===== src/rtl/irq_pkg.sv =====
// Shared constants for the machine interrupt controller: MMIO word offsets,
// mcause codes and the request FSM state encoding.
package irq_pkg;

  localparam logic [5:0] OFF_MSIP        = 6'd0;
  localparam logic [5:0] OFF_MTIMECMP_LO = 6'd2;
  localparam logic [5:0] OFF_MTIMECMP_HI = 6'd3;
  localparam logic [5:0] OFF_MTIME_LO    = 6'd4;
  localparam logic [5:0] OFF_MTIME_HI    = 6'd5;
  localparam logic [5:0] OFF_EXT_PEND    = 6'd6;
  localparam logic [5:0] OFF_EXT_EN      = 6'd7;
  localparam logic [5:0] OFF_CLAIM       = 6'd8;

  localparam logic [31:0] CAUSE_MEI = 32'h8000_000B;
  localparam logic [31:0] CAUSE_MSI = 32'h8000_0003;
  localparam logic [31:0] CAUSE_MTI = 32'h8000_0007;

  typedef enum logic [1:0] {
    IDLE    = 2'd0,
    REQ     = 2'd1,
    SERVICE = 2'd2
  } irq_state_e;

endpackage


===== src/rtl/irq_mtimer.sv =====
// 64-bit mtime/mtimecmp pair with tick prescaler; mtip is the unsigned
// compare of the two registers.
module irq_mtimer
  import irq_pkg::*;
#(
  parameter int TICK_DIV = 1
) (
  input  logic        clk,
  input  logic        rst,
  input  logic        bus_we,
  input  logic [5:0]  bus_addr,
  input  logic [31:0] bus_wdata,
  output logic [63:0] mtime,
  output logic [63:0] mtimecmp,
  output logic        mtip
);

  localparam int PW = (TICK_DIV > 1) ? $clog2(TICK_DIV) : 1;

  logic [PW-1:0] presc;
  logic          tick;
  logic          wr_time_lo, wr_time_hi, wr_cmp_lo, wr_cmp_hi;

  assign tick       = (presc == PW'(TICK_DIV - 1));
  assign wr_time_lo = bus_we && (bus_addr == OFF_MTIME_LO);
  assign wr_time_hi = bus_we && (bus_addr == OFF_MTIME_HI);
  assign wr_cmp_lo  = bus_we && (bus_addr == OFF_MTIMECMP_LO);
  assign wr_cmp_hi  = bus_we && (bus_addr == OFF_MTIMECMP_HI);
  assign mtip       = (mtime >= mtimecmp);

  always_ff @(posedge clk) begin
    if (rst) begin
      presc    <= '0;
      mtime    <= '0;
      mtimecmp <= '1;
    end else begin
      presc <= tick ? '0 : presc + PW'(1);
      // a software write to either half swallows a coincident tick
      if (wr_time_lo)      mtime[31:0]  <= bus_wdata;
      else if (wr_time_hi) mtime[63:32] <= bus_wdata;
      else if (tick)       mtime        <= mtime + 64'd1;
      if (wr_cmp_lo) mtimecmp[31:0]  <= bus_wdata;
      if (wr_cmp_hi) mtimecmp[63:32] <= bus_wdata;
    end
  end

endmodule


===== src/rtl/machine_irq_ctrl.sv =====
// Machine interrupt source: software/timer/external pending logic, claim port
// and the request handshake toward the exception unit.
//   state   | meaning
//   IDLE    | waiting for a pending source while mie_en=1
//   REQ     | irq_req high, cause frozen until ack or the source clears
//   SERVICE | trap in progress, no new requests until mret
module machine_irq_ctrl
  import irq_pkg::*;
#(
  parameter int N_EXT    = 8,
  parameter int TICK_DIV = 1
) (
  input  logic             clk,
  input  logic             rst,
  input  logic [5:0]       bus_addr,
  input  logic             bus_we,
  input  logic             bus_re,
  input  logic [31:0]      bus_wdata,
  output logic [31:0]      bus_rdata,
  input  logic [N_EXT-1:0] ext_irq,
  input  logic             mie_en,
  output logic             irq_req,
  output logic [31:0]      irq_cause,
  input  logic             irq_ack,
  input  logic             mret
);

  logic [63:0]      mtime, mtimecmp;
  logic             mtip, msip, meip, any_pend, lat_pend, claim_rd;
  logic [N_EXT-1:0] ext_s1, ext_s2, ext_s3, ext_pend, ext_en;
  logic [N_EXT-1:0] rise, active, claim_mask;
  logic [31:0]      claim_id, win_cause, rd_mux;
  irq_state_e       state;

  irq_mtimer #(.TICK_DIV(TICK_DIV)) u_mtimer (
    .clk      (clk),
    .rst      (rst),
    .bus_we   (bus_we),
    .bus_addr (bus_addr),
    .bus_wdata(bus_wdata),
    .mtime    (mtime),
    .mtimecmp (mtimecmp),
    .mtip     (mtip)
  );

  assign rise     = ext_s2 & ~ext_s3;
  assign active   = ext_pend & ext_en;
  assign meip     = |active;
  assign any_pend = meip | msip | mtip;
  assign claim_rd = bus_re && (bus_addr == OFF_CLAIM);
  assign win_cause = meip ? CAUSE_MEI : (msip ? CAUSE_MSI : CAUSE_MTI);

  // walk downward so the lowest active line is the one left standing
  always_comb begin
    claim_id   = '0;
    claim_mask = '0;
    for (int i = N_EXT - 1; i >= 0; i--) begin
      if (active[i]) begin
        claim_id      = 32'(i + 1);
        claim_mask    = '0;
        claim_mask[i] = 1'b1;
      end
    end
  end

  always_comb begin
    case (irq_cause)
      CAUSE_MEI: lat_pend = meip;
      CAUSE_MSI: lat_pend = msip;
      CAUSE_MTI: lat_pend = mtip;
      default:   lat_pend = 1'b0;
    endcase
  end

  always_comb begin
    case (bus_addr)
      OFF_MSIP:        rd_mux = {31'b0, msip};
      OFF_MTIMECMP_LO: rd_mux = mtimecmp[31:0];
      OFF_MTIMECMP_HI: rd_mux = mtimecmp[63:32];
      OFF_MTIME_LO:    rd_mux = mtime[31:0];
      OFF_MTIME_HI:    rd_mux = mtime[63:32];
      OFF_EXT_PEND:    rd_mux = 32'(ext_pend);
      OFF_EXT_EN:      rd_mux = 32'(ext_en);
      OFF_CLAIM:       rd_mux = claim_id;
      default:         rd_mux = '0;
    endcase
  end

  always_ff @(posedge clk) begin
    if (rst) begin
      ext_s1    <= '0;
      ext_s2    <= '0;
      ext_s3    <= '0;
      ext_pend  <= '0;
      ext_en    <= '0;
      msip      <= 1'b0;
      bus_rdata <= '0;
    end else begin
      ext_s1 <= ext_irq;
      ext_s2 <= ext_s1;
      ext_s3 <= ext_s2;
      // a new edge on the claimed line re-sets the bit in the same cycle
      ext_pend <= (ext_pend & ~(claim_rd ? claim_mask : '0)) | rise;
      if (bus_we && (bus_addr == OFF_EXT_EN)) ext_en <= bus_wdata[N_EXT-1:0];
      if (bus_we && (bus_addr == OFF_MSIP))   msip   <= bus_wdata[0];
      if (bus_re) bus_rdata <= rd_mux;
    end
  end

  always_ff @(posedge clk) begin
    if (rst) begin
      state     <= IDLE;
      irq_req   <= 1'b0;
      irq_cause <= '0;
    end else begin
      case (state)
        IDLE: begin
          if (mie_en && any_pend) begin
            state     <= REQ;
            irq_req   <= 1'b1;
            irq_cause <= win_cause;
          end
        end
        REQ: begin
          if (irq_ack) begin
            state   <= SERVICE;
            irq_req <= 1'b0;
          end else if (!lat_pend) begin
            state   <= IDLE;
            irq_req <= 1'b0;
          end
        end
        SERVICE: begin
          if (mret) state <= IDLE;
        end
        default: begin
          state   <= IDLE;
          irq_req <= 1'b0;
        end
      endcase
    end
  end

endmodule


===== config.mk =====
export PLATFORM = sky130hd
export DESIGN_NAME = machine_irq_ctrl
export DESIGN_NICKNAME = d
export VERILOG_FILES = /design/src/rtl/irq_pkg.sv /design/src/rtl/irq_mtimer.sv /design/src/rtl/machine_irq_ctrl.sv
export SDC_FILE = /design/constraint.sdc
export NUM_CORES = 1
export LEC_CHECK = 0
export CAP_MARGIN = 20
export CORE_UTILIZATION = 50
export DETAILED_ROUTE_END_ITERATION = 8
export PLACE_DENSITY = 0.74
export SLEW_MARGIN = 20
export SYNTH_ARGS = -nofsm -noshare
export SYNTH_HDL_FRONTEND = slang
export SYNTH_SLANG_ARGS = --single-unit
export TNS_END_PERCENT = 20

===== constraint.sdc =====
create_clock -name clk -period 2.5 [get_ports clk]
set_input_delay 0.375 -clock clk [delete_from_list [all_inputs] [get_ports clk]]
set_output_delay 0.375 -clock clk [all_outputs]
set_load 0.02 [all_outputs]

==> results.toml, run 1 <==
[die]
fp.dieArea_mm2 = 0.02345
rows = 54
dieWidth_um = 153.2
fp.dieH_um = 153.2
pin_count = 118
core_mm2 = 0.02209
initial_utilization_pct = 51.70

[pwr]
power_density_mw_per_mm2 = 510.2
power_leakage_uw = 0.006568
ir_drop_mv = 0.4868

[finish]
nNetsFinal = 1773
finalNonFillerCells = 1952
drive_gt1_share_pct = 21.53
fill_cells = 1711
area_delta_synth_final_pct = 33.17
multi_input_area_mm2 = 0.006842
num_antenna_cells = 0
fin_util_pct = 68.85
ff_latch_area_mm2 = 0.004182

[cts]
clk-insertion-delay-late_ps = 530
cts_htree_levels = 1
clkSinkCount = 208
cts_inserted_buffers = 23
clk_pin_slew_ps = 60
hold_buffers = 0
cts_tree = "built"
cts_max_path_buffers = 3
cts_root_buffer = "clkbuf_16"

[worst_setup_path]
worst-path-buf-inv = 3
path_cells = "inv_2 > ha_4 > nand4_1 > or3_1 > nor4_2 > nand4_1 > a21oi_2 > buf_6 > buf_4 > o41ai_4 > a21oi_2"
cp_max_fo = 3
cp-end-kind = "flop"
critPathSlowestCell = "or3_1"
path_depth = 11
critPathCapture = "irq_req$_SDFFE_PP0P_"
reg2reg_depth = 11
cp_top_family = "simple AND/OR/NAND/NOR gates"
r2r_slack_ps = -60
slowest_delay_ps = 450
r2r-end = "irq_req$_SDFFE_PP0P_"
r2r_start = "u_mtimer.mtimecmp[57]$_SDFFE_PP1P_"
worstSetupPathType = "reg2reg"
crit_start = "u_mtimer.mtimecmp[57]$_SDFFE_PP1P_"
startpoint_type = "flop"
required_ps = 2950
arrival_ps = 3010

[timing]
finClkSkew_ps = 23.49
clock.fmax_mhz = 390.0
hold_viol = 0
max-slew-margin-rel_pct = 48.84
setup_viol = 5
worst_pin_slew_ps = 765.7
rsz0062_at_grt = "yes"
finalCritPeriodShare_pct = 102.6
fin_crit_ps = 2564
timing.final.ws_setup_ps = -64.22
slew_viol_final = 0

[synthesis]
ys_seq_elements = 208
async_reset_ff_share_pct = 0
yosysSeqAreaShare_pct = 36.45
ys_warn_count = 0
synth_edf_count = 0
syn_avg_cell_area_um2 = 8.148
netlist_instances = 1402
synth.area.top_cells = "dfxtp_1 36%, ha_1 7.1%, nand2_1 6.4%"
synthFlopType = "dfxtp_1"
synth_top_area_share_pct = 36.45
ys_types = 70
yosysTopAreaCell = "dfxtp_1"
syn_area_mm2 = 0.01142

[detailed_routing]
vias_per_cell = 6.094
wirelength_um = 37590
num_vias = 11900
drtIter0Drc = 1259
first_pass_iters = 6
wl_per_cell_um = 19.26
drc_errors = 0
antenna_left = 0

[status]
violations = "setup timing"
status = "finished, violations left"

[job]
cap_violations = 0

[grt]
grt_pass1_wl_um = 59060
grt_max_degree = 65
grt.total_usage_pct = 31.15
overflow = 0
antenna_found_initial = 0
grt_pass1_vias = 11140

[min_path]
hold_path_class = "in2reg"

[placement]
place_inst = 1901
pre_cts_ws_ps = -363.7
io_buffers = 90
place.gp.congestion = 0.9082
post-dp-hpwl_um = 26510
## timing repair
action | 4_1_cts | 5_1_grt
setup buffers | 5 | 4
endpoints found under the setup margin | 13 | 34
gates cloned | 0 | 0
pin swaps | 12 | 21
gates resized for setup | 29 | 49
## worst reg2reg max path: cells and delay by family (launching register included)
kind / cells / cell delay, ps
and+or+nand+nor: 4 / 1210
AOI/OAI and AO/OA: 3 / 380
DFF: 1 / 340
buffers and inverters: 3 / 310
adders and majority gates: 1 / 260
## state kept, by name, summed over array words and instances, names as in the netlist
register	count
ext_pend	8
ext_en	8
u_mtimer.mtimecmp	64
bus_rdata	32
irq_cause	3
ext_s3	8
u_mtimer.presc	1
irq_req	1
u_mtimer.mtime	64
ext_s1	8
ext_s2	8
state	2
msip	1
## worst min-delay path by stage
stage / to / cells past startpoint / start
after floorplan: ext_s2[0]$_SDFF_PP0_ / 1 / ext_s1[0]$_SDFF_PP0_
after global placement: ext_s2[6]$_SDFF_PP0_ / 1 / ext_s1[6]$_SDFF_PP0_
after detailed placement: ext_s2[1]$_SDFF_PP0_ / 1 / ext_s1[1]$_SDFF_PP0_
after CTS: bus_rdata[1]$_SDFFE_PP0P_ / 2 / bus_re
after global routing: bus_rdata[1]$_SDFFE_PP0P_ / 2 / bus_re
final: bus_rdata[1]$_SDFFE_PP0P_ / 2 / bus_re
## area by class of cell
class	instances	share of cell area, %
Multi-Input combinational cell	1020	44.97
Sequential cell	208	27.49
Timing Repair Buffer	321	17.89
Clock buffer	31	4.244
Tap cell	280	2.303
Inverter	81	1.999
Clock inverter	11	1.102
## cells in the mapped netlist (all sizes together), types with 4 or more instances
cell type	number
a211oi	32
a21o	10
a21oi	62
a221oi	8
a222oi	26
a22oi	18
a311oi	37
a31oi	21
a41o	4
and2	13
and3	10
and4	10
buf	40
clkbuf	80
dfxtp	208
ha	65
inv	80
mux2	8
mux2i	10
nand2	194
nand2b	4
nand3	37
nand3b	34
nand4	40
nor2	123
nor2b	32
nor3	19
nor4	13
o211ai	32
o21a	4
o21ai	36
o22ai	4
o311ai	6
o31ai	4
o41ai	4
or3	11
xnor2	9
xor2	16
## stage by stage
stage / total power (µW) / hold slack [ps] / area [µm²] / TNS [ps]
floorplan: 3824 / 413.8 / 11520 / 0
global placement: 4103 / 416.9 / 13960 / -28060
detailed placement: 4114 / 424.5 / 13960 / -35180
CTS: 7764 / 173.9 / 14940 / -2.577
global route: 7961 / 208.0 / 15210 / -708.8
finish: 7761 / 184.8 / 15210 / -253.1
## report_power, final
group | internal, µW | total [µW] | switching (µW) | leakage, µW
logic | 277 | 652 | 375 | 0.00448
registers | 3380 | 3420 | 41.6 | 0.00169
clock network | 2230 | 3690 | 1450 | 0.000395
total | 5890 | 7760 | 1870 | 0.00657
## cell usage in the layout, fill, tap and decap left out, drive strengths merged, types with 16 or more instances in the layout
cell type	n
nor2	123
a211oi	32
conb	28
a31oi	21
o21ai	36
a21oi	62
nand3b	34
a22oi	18
nand2	194
dfxtp	208
nor2b	32
clkbuf	31
o211ai	32
a222oi	26
xor2	16
ha	65
nand3	37
nand4	40
clkdlybuf4s50	88
nor3	19
a311oi	37
inv	82
buf	233
## kinds of logic (layout without fill, tap and decap cells)
family | count (synthesis) | after routing | synth area share [%]
compound gates | 330 | 330 | 20.95
xor+xnor | 25 | 25 | 1.917
fa+ha+maj | 65 | 65 | 7.119
buf+inv | 201 | 444 | 7.645
flops | 208 | 208 | 36.45
mux | 19 | 19 | 1.862
other cells | 1 | 28 | 0.03283
simple gates | 553 | 553 | 24.02
## per-layer routing
metal,up-vias,part of all wire (%),global-route usage [%]
met4,0,2.5,11.06
met1,5683,43,41.55
met2,576,46,51.21
met5,-,0,0
met3,69,8.1,4.508
li1,5567,-,-
No activity file was read; power rests on OpenSTA's default activity.
==> run 2: changes to the inputs <==
- CTS_CLUSTER_SIZE: unset -> 10
- MAX_ROUTING_LAYER: unset -> met4
- SLEW_MARGIN: 20 -> 15
==> run 2 against run 1 <==
Effect of this change: the run still ends with setup timing left; clock power is 11% lower; critical path depth is 2 lower; global-route usage is 1.1 points higher; cell count is 1.2% lower; register-to-register slack better by 60 ps; clock skew is 4.9 ps lower; routed wire length is 1.3% lower; final area is 2.2% lower; critical endpoint is now irq_cause[2]$_SDFFE_PP0P_.
==> results.toml, run 2 (same netlist as run 1, synthesis figures left out) <==
[cts]
clk_pin_slew_ps = 60
cts_htree_levels = 1
cts_max_path_buffers = 3
cts_tree = "built"
clkSinkCount = 208
clk-insertion-delay-late_ps = 530
cts_root_buffer = "clkbuf_16"
hold_buffers = 0
cts_inserted_buffers = 25

[grt]
grt_pass1_vias = 11280
grt.total_usage_pct = 32.27
grt_max_degree = 95
overflow = 0
antenna_found_initial = 0
grt_pass1_wl_um = 59590

[timing]
setup_viol = 2
max-slew-margin-rel_pct = 65.13
finClkSkew_ps = 18.64
worst_pin_slew_ps = 523.1
timing.final.ws_setup_ps = -8.213
rsz0062_at_grt = "yes"
hold_viol = 0
slew_viol_final = 0
fin_crit_ps = 2508
timing.hold.ws_ps = 206.0
clock.fmax_mhz = 398.7
finalCritPeriodShare_pct = 100.3

[finish]
multi_input_area_mm2 = 0.006723
fin_util_pct = 67.31
finalNonFillerCells = 1929
drive_gt1_share_pct = 19.77
ff_latch_area_mm2 = 0.004179
nNetsFinal = 1763
final_common_cell = "buf_4"
fill_cells = 1809
area_delta_synth_final_pct = 30.18
reg_top3 = "u_mtimer.mtime: 64 flops, u_mtimer.mtimecmp: 64 flops, bus_rdata: 32 flops"
final_cell_mix = "212 x buf_4, 196 x dfxtp_1, 191 x nand2_1"
num_antenna_cells = 0
final_area_mm2 = 0.01487

[placement]
place_area_mm2 = 0.01392
io_buffers = 90
post-dp-hpwl_um = 26190
place_inst = 1894
place.gp.congestion = 0.9346

[detailed_routing]
wirelength_um = 37080
wl_per_cell_um = 19.22
drtIter0Drc = 1340
first_pass_iters = 6
num_vias = 11810
drc_errors = 0
antenna_left = 0
vias_per_cell = 6.120

[pwr]
power_density_mw_per_mm2 = 493.1
power_leakage_uw = 0.006457
ir_drop_mv = 0.4024
power_uw = 7333

[worst_setup_path]
cp_top_family = "simple AND/OR/NAND/NOR gates"
crit_path_frequent_cell = "nand4_1"
path_cells = "inv_1 > ha_1 > nand4_1 > or3_1 > nor4_2 > nand4_1 > a21oi_2 > o21ai_1 > a221oi_1"
startpoint_type = "flop"
critPathSlowestCell = "or3_1"
arrival_ps = 2920
worst-path-buf-inv = 1
cp-end-kind = "flop"
worstSetupPathType = "reg2reg"
cp_max_fo = 3
slowest_delay_ps = 430
required_ps = 2920

[min_path]
hold_path_class = "in2reg"

[status]
violations = "setup timing"
status = "finished, violations left"

[die]
fp.dieH_um = 153.2
dieWidth_um = 153.2
initial_utilization_pct = 51.70
rows = 54
fp.dieArea_mm2 = 0.02345
pin_count = 118
core_mm2 = 0.02209

[job]
cap_violations = 0
-- run 2: worst register-to-register path, stage by stage, from the launching register on --
cell,delay (ps)
dfxtp_2,330
inv_1,60
ha_1,290
nand4_1,180
or3_1,430
nor4_2,320
nand4_1,180
a21oi_2,210
o21ai_1,100
a221oi_1,300
-- run 2: timing repair --
item	4_1_cts	5_1_grt
pin swaps	13	12
endpoints found under the setup margin	8	25
setup buffers	3	2
gates resized for setup	27	28
-- run 2: stage by stage --
| stage | worst slack (ps) | TNS, ps |
|---|---|---|
| floorplan | 173.1 | 0 |
| finish | -8.213 | -14.07 |
| CTS | 0.8924 | 0 |
| global route | -134.5 | -646.4 |
| detailed placement | -339.5 | -32050 |
| global placement | -278.8 | -25600 |
-- run 2: cell type report --
class	instances	area share, %
multi-input combinational	1020	45.21
sequential	208	28.10
timing repair buffer	309	17.68
clock buffer	29	4.375
tap	280	2.356
inverter	81	2.045
clock inverter	2	0.2356
-- run 2: layer usage --
| metal | GRT usage, % | share of wire, % | wire length, µm |
|---|---|---|---|
| met1 | 42.42 | 43 | 15900 |
| met2 | 50.29 | 45 | 16630 |
| met3 | 4.933 | 8.6 | 3182 |
| met4 | 11.26 | 3.7 | 1370 |
| met5 | - | 0 | 0 |
-- run 2: worst paths after layout --
kind | start | endpoint | slack, ps | depth (start not counted)
worst max-delay path | u_mtimer.mtimecmp[53]$_SDFFE_PP1P_ | irq_cause[2]$_SDFFE_PP0P_ | -8 | 9
worst min-delay path | bus_re | bus_rdata[1]$_SDFFE_PP0P_ | 210 | 2
worst max register to register | u_mtimer.mtimecmp[53]$_SDFFE_PP1P_ | irq_cause[2]$_SDFFE_PP0P_ | -8 | 9
worst min register to register | ext_s1[4]$_SDFF_PP0_ | ext_s2[4]$_SDFF_PP0_ | 450 | 1
-- run 2: power breakdown --
part | internal, µW | switching, µW | total [µW]
registers | 3380 | 41.6 | 3430
logic | 271 | 367 | 638
clock network | 1910 | 1360 | 3270
==> run 3: changes to the inputs <==
- PLACE_DENSITY: 0.74 -> 0.72
- SKIP_CTS_REPAIR_TIMING: unset -> 1
- clock period: 2.5 -> 2.75 ns (I/O delays scaled with it)
==> run 3 against run 2 <==
Effect of this change: the flow now finishes without violations; die area did not move; clock power is 9.5% lower; first-iteration DRC count grew 1.3%; register-to-register slack improved by 50 ps; clock skew is 10 ps lower; hold slack improved by 240 ps; sequential power shrank 9.0%; cell count shrank 4.1%; global-route usage fell by 1.4 points; setup slack improved by 54 ps; critical path depth rose by 1; fmax shrank 7.2%; highest routed layer unchanged.
==> results.toml, run 3 (same netlist as run 1, synthesis figures left out) <==
[placement]
io_buffers = 90
place.gp.congestion = 0.9186
post-dp-hpwl_um = 24930
pre_cts_ws_ps = -86.60

[pwr]
ir_drop_mv = 0.3642
power_density_mw_per_mm2 = 470.7
power_uw = 6628
power_leakage_uw = 0.006113

[finish]
drive_gt1_share_pct = 13.12
final_cell_mix = "208 x dfxtp_1, 193 x nand2_1, 132 x buf_4"
reg_top3 = "u_mtimer.mtime: 64 flops, u_mtimer.mtimecmp: 64 flops, bus_rdata: 32 flops"
nNetsFinal = 1681
area_delta_synth_final_pct = 23.29
num_antenna_cells = 0
final_common_cell = "dfxtp_1"

[die]
fp.dieArea_mm2 = 0.02345
pin_count = 118
fp.dieH_um = 153.2
dieWidth_um = 153.2
core_mm2 = 0.02209
initial_utilization_pct = 51.70
rows = 54

[cts]
cts_tree = "built"
cts_root_buffer = "clkbuf_16"
cts_max_path_buffers = 3
clk-insertion-delay-late_ps = 520
clk_pin_slew_ps = 60
cts_inserted_buffers = 25
cts_htree_levels = 1
clkSinkCount = 208

[worst_setup_path]
worstSetupPathType = "reg2reg"
worst-path-buf-inv = 2
cp-end-kind = "flop"
startpoint_type = "flop"
cp_max_fo = 5
required_ps = 3110
critPathSlowestCell = "a221oi_1"
path_cells = "ha_1 > a21oi_1 > o21ai_0 > a221oi_1 > o32a_1 > nand2_1 > buf_4 > o31ai_2 > buf_4 > a21oi_1"
cp_top_family = "compound AO/OA/AOI/OAI gates"
slowest_delay_ps = 560
arrival_ps = 3070

[grt]
grt_pass1_vias = 10430
overflow = 0
grt_pass1_wl_um = 56680
grt.total_usage_pct = 30.84
antenna_found_initial = 0
grt_max_degree = 175

[detailed_routing]
first_pass_iters = 7
drc_errors = 0
antenna_left = 0
num_vias = 11370
vias_per_cell = 6.146
wirelength_um = 35520
wl_per_cell_um = 19.20
drtIter0Drc = 1357

[job]
cap_violations = 0

[timing]
clock.fmax_mhz = 369.8
finClkSkew_ps = 8.261
setup_viol = 0
max-slew-margin-rel_pct = 42.43
slew_viol_final = 0
finalCritPeriodShare_pct = 98.32
worst_pin_slew_ps = 863.5
rsz0062_at_grt = "yes"
fin_crit_ps = 2704
hold_viol = 0
timing.final.ws_setup_ps = 46.17

[status]
status = "complete, no violations"

[min_path]
hold_path_class = "reg2reg"
## run 3: changes by cell type in the layout (fill, tap and decap cells not counted), sizes merged
cell    delta
clkbuf     +4
buf       -82
clkinv     -1
inv        +1
bufinv     -1
## run 3: per-layer routing
layer,track usage [%],vias to the layer above,wire [µm]
met3,4.196,73,3068
met2,47.10,536,15750
met4,8.033,0,860
met5,-,-,0
li1,-,5365,-
met1,42.68,5396,15850
## run 3: per-stage QoR
step	cells	hold WS [ps]	utilization (%)	cell area, µm²	TNS (ps)
after floorplan	1429	413.8	-	11520	0
after global placement	1815	426.5	60.26	13310	-80.83
after detailed placement	1815	430.8	60.26	13310	-418.6
after CTS	1849	442.9	63.45	14020	0
after global routing	1850	443.9	63.74	14080	-72.90
final	1850	443.8	63.74	14080	0
## run 3: power by group
group	switching (µW)	internal, µW
logic	324	231
registers	38.8	3080
clock network	1230	1730
total	1590	5040
## run 3: area by class of cell
type,instances,area (µm²)
repair buffers,227,1997
inverters,81,304.0
well taps,280,350.3
clock buffers,33,695.7
multi-input cells,1020,6564
flip-flops and latches,208,4164
clock inverters,1,8.758
fillers,1877,8010
## run 3: worst paths after layout
path                                         from                         to  slack, ps  depth (start not counted)
setup reg to reg  u_mtimer.mtime[25]$_SDFFE_PP0P_  irq_cause[1]$_SDFFE_PP0P_         50                         10
hold reg to reg              ext_s1[4]$_SDFF_PP0_       ext_s2[4]$_SDFF_PP0_        440                          1
setup / recovery  u_mtimer.mtime[25]$_SDFFE_PP0P_  irq_cause[1]$_SDFFE_PP0P_         50                         10
hold / removal               ext_s1[4]$_SDFF_PP0_       ext_s2[4]$_SDFF_PP0_        440                          1
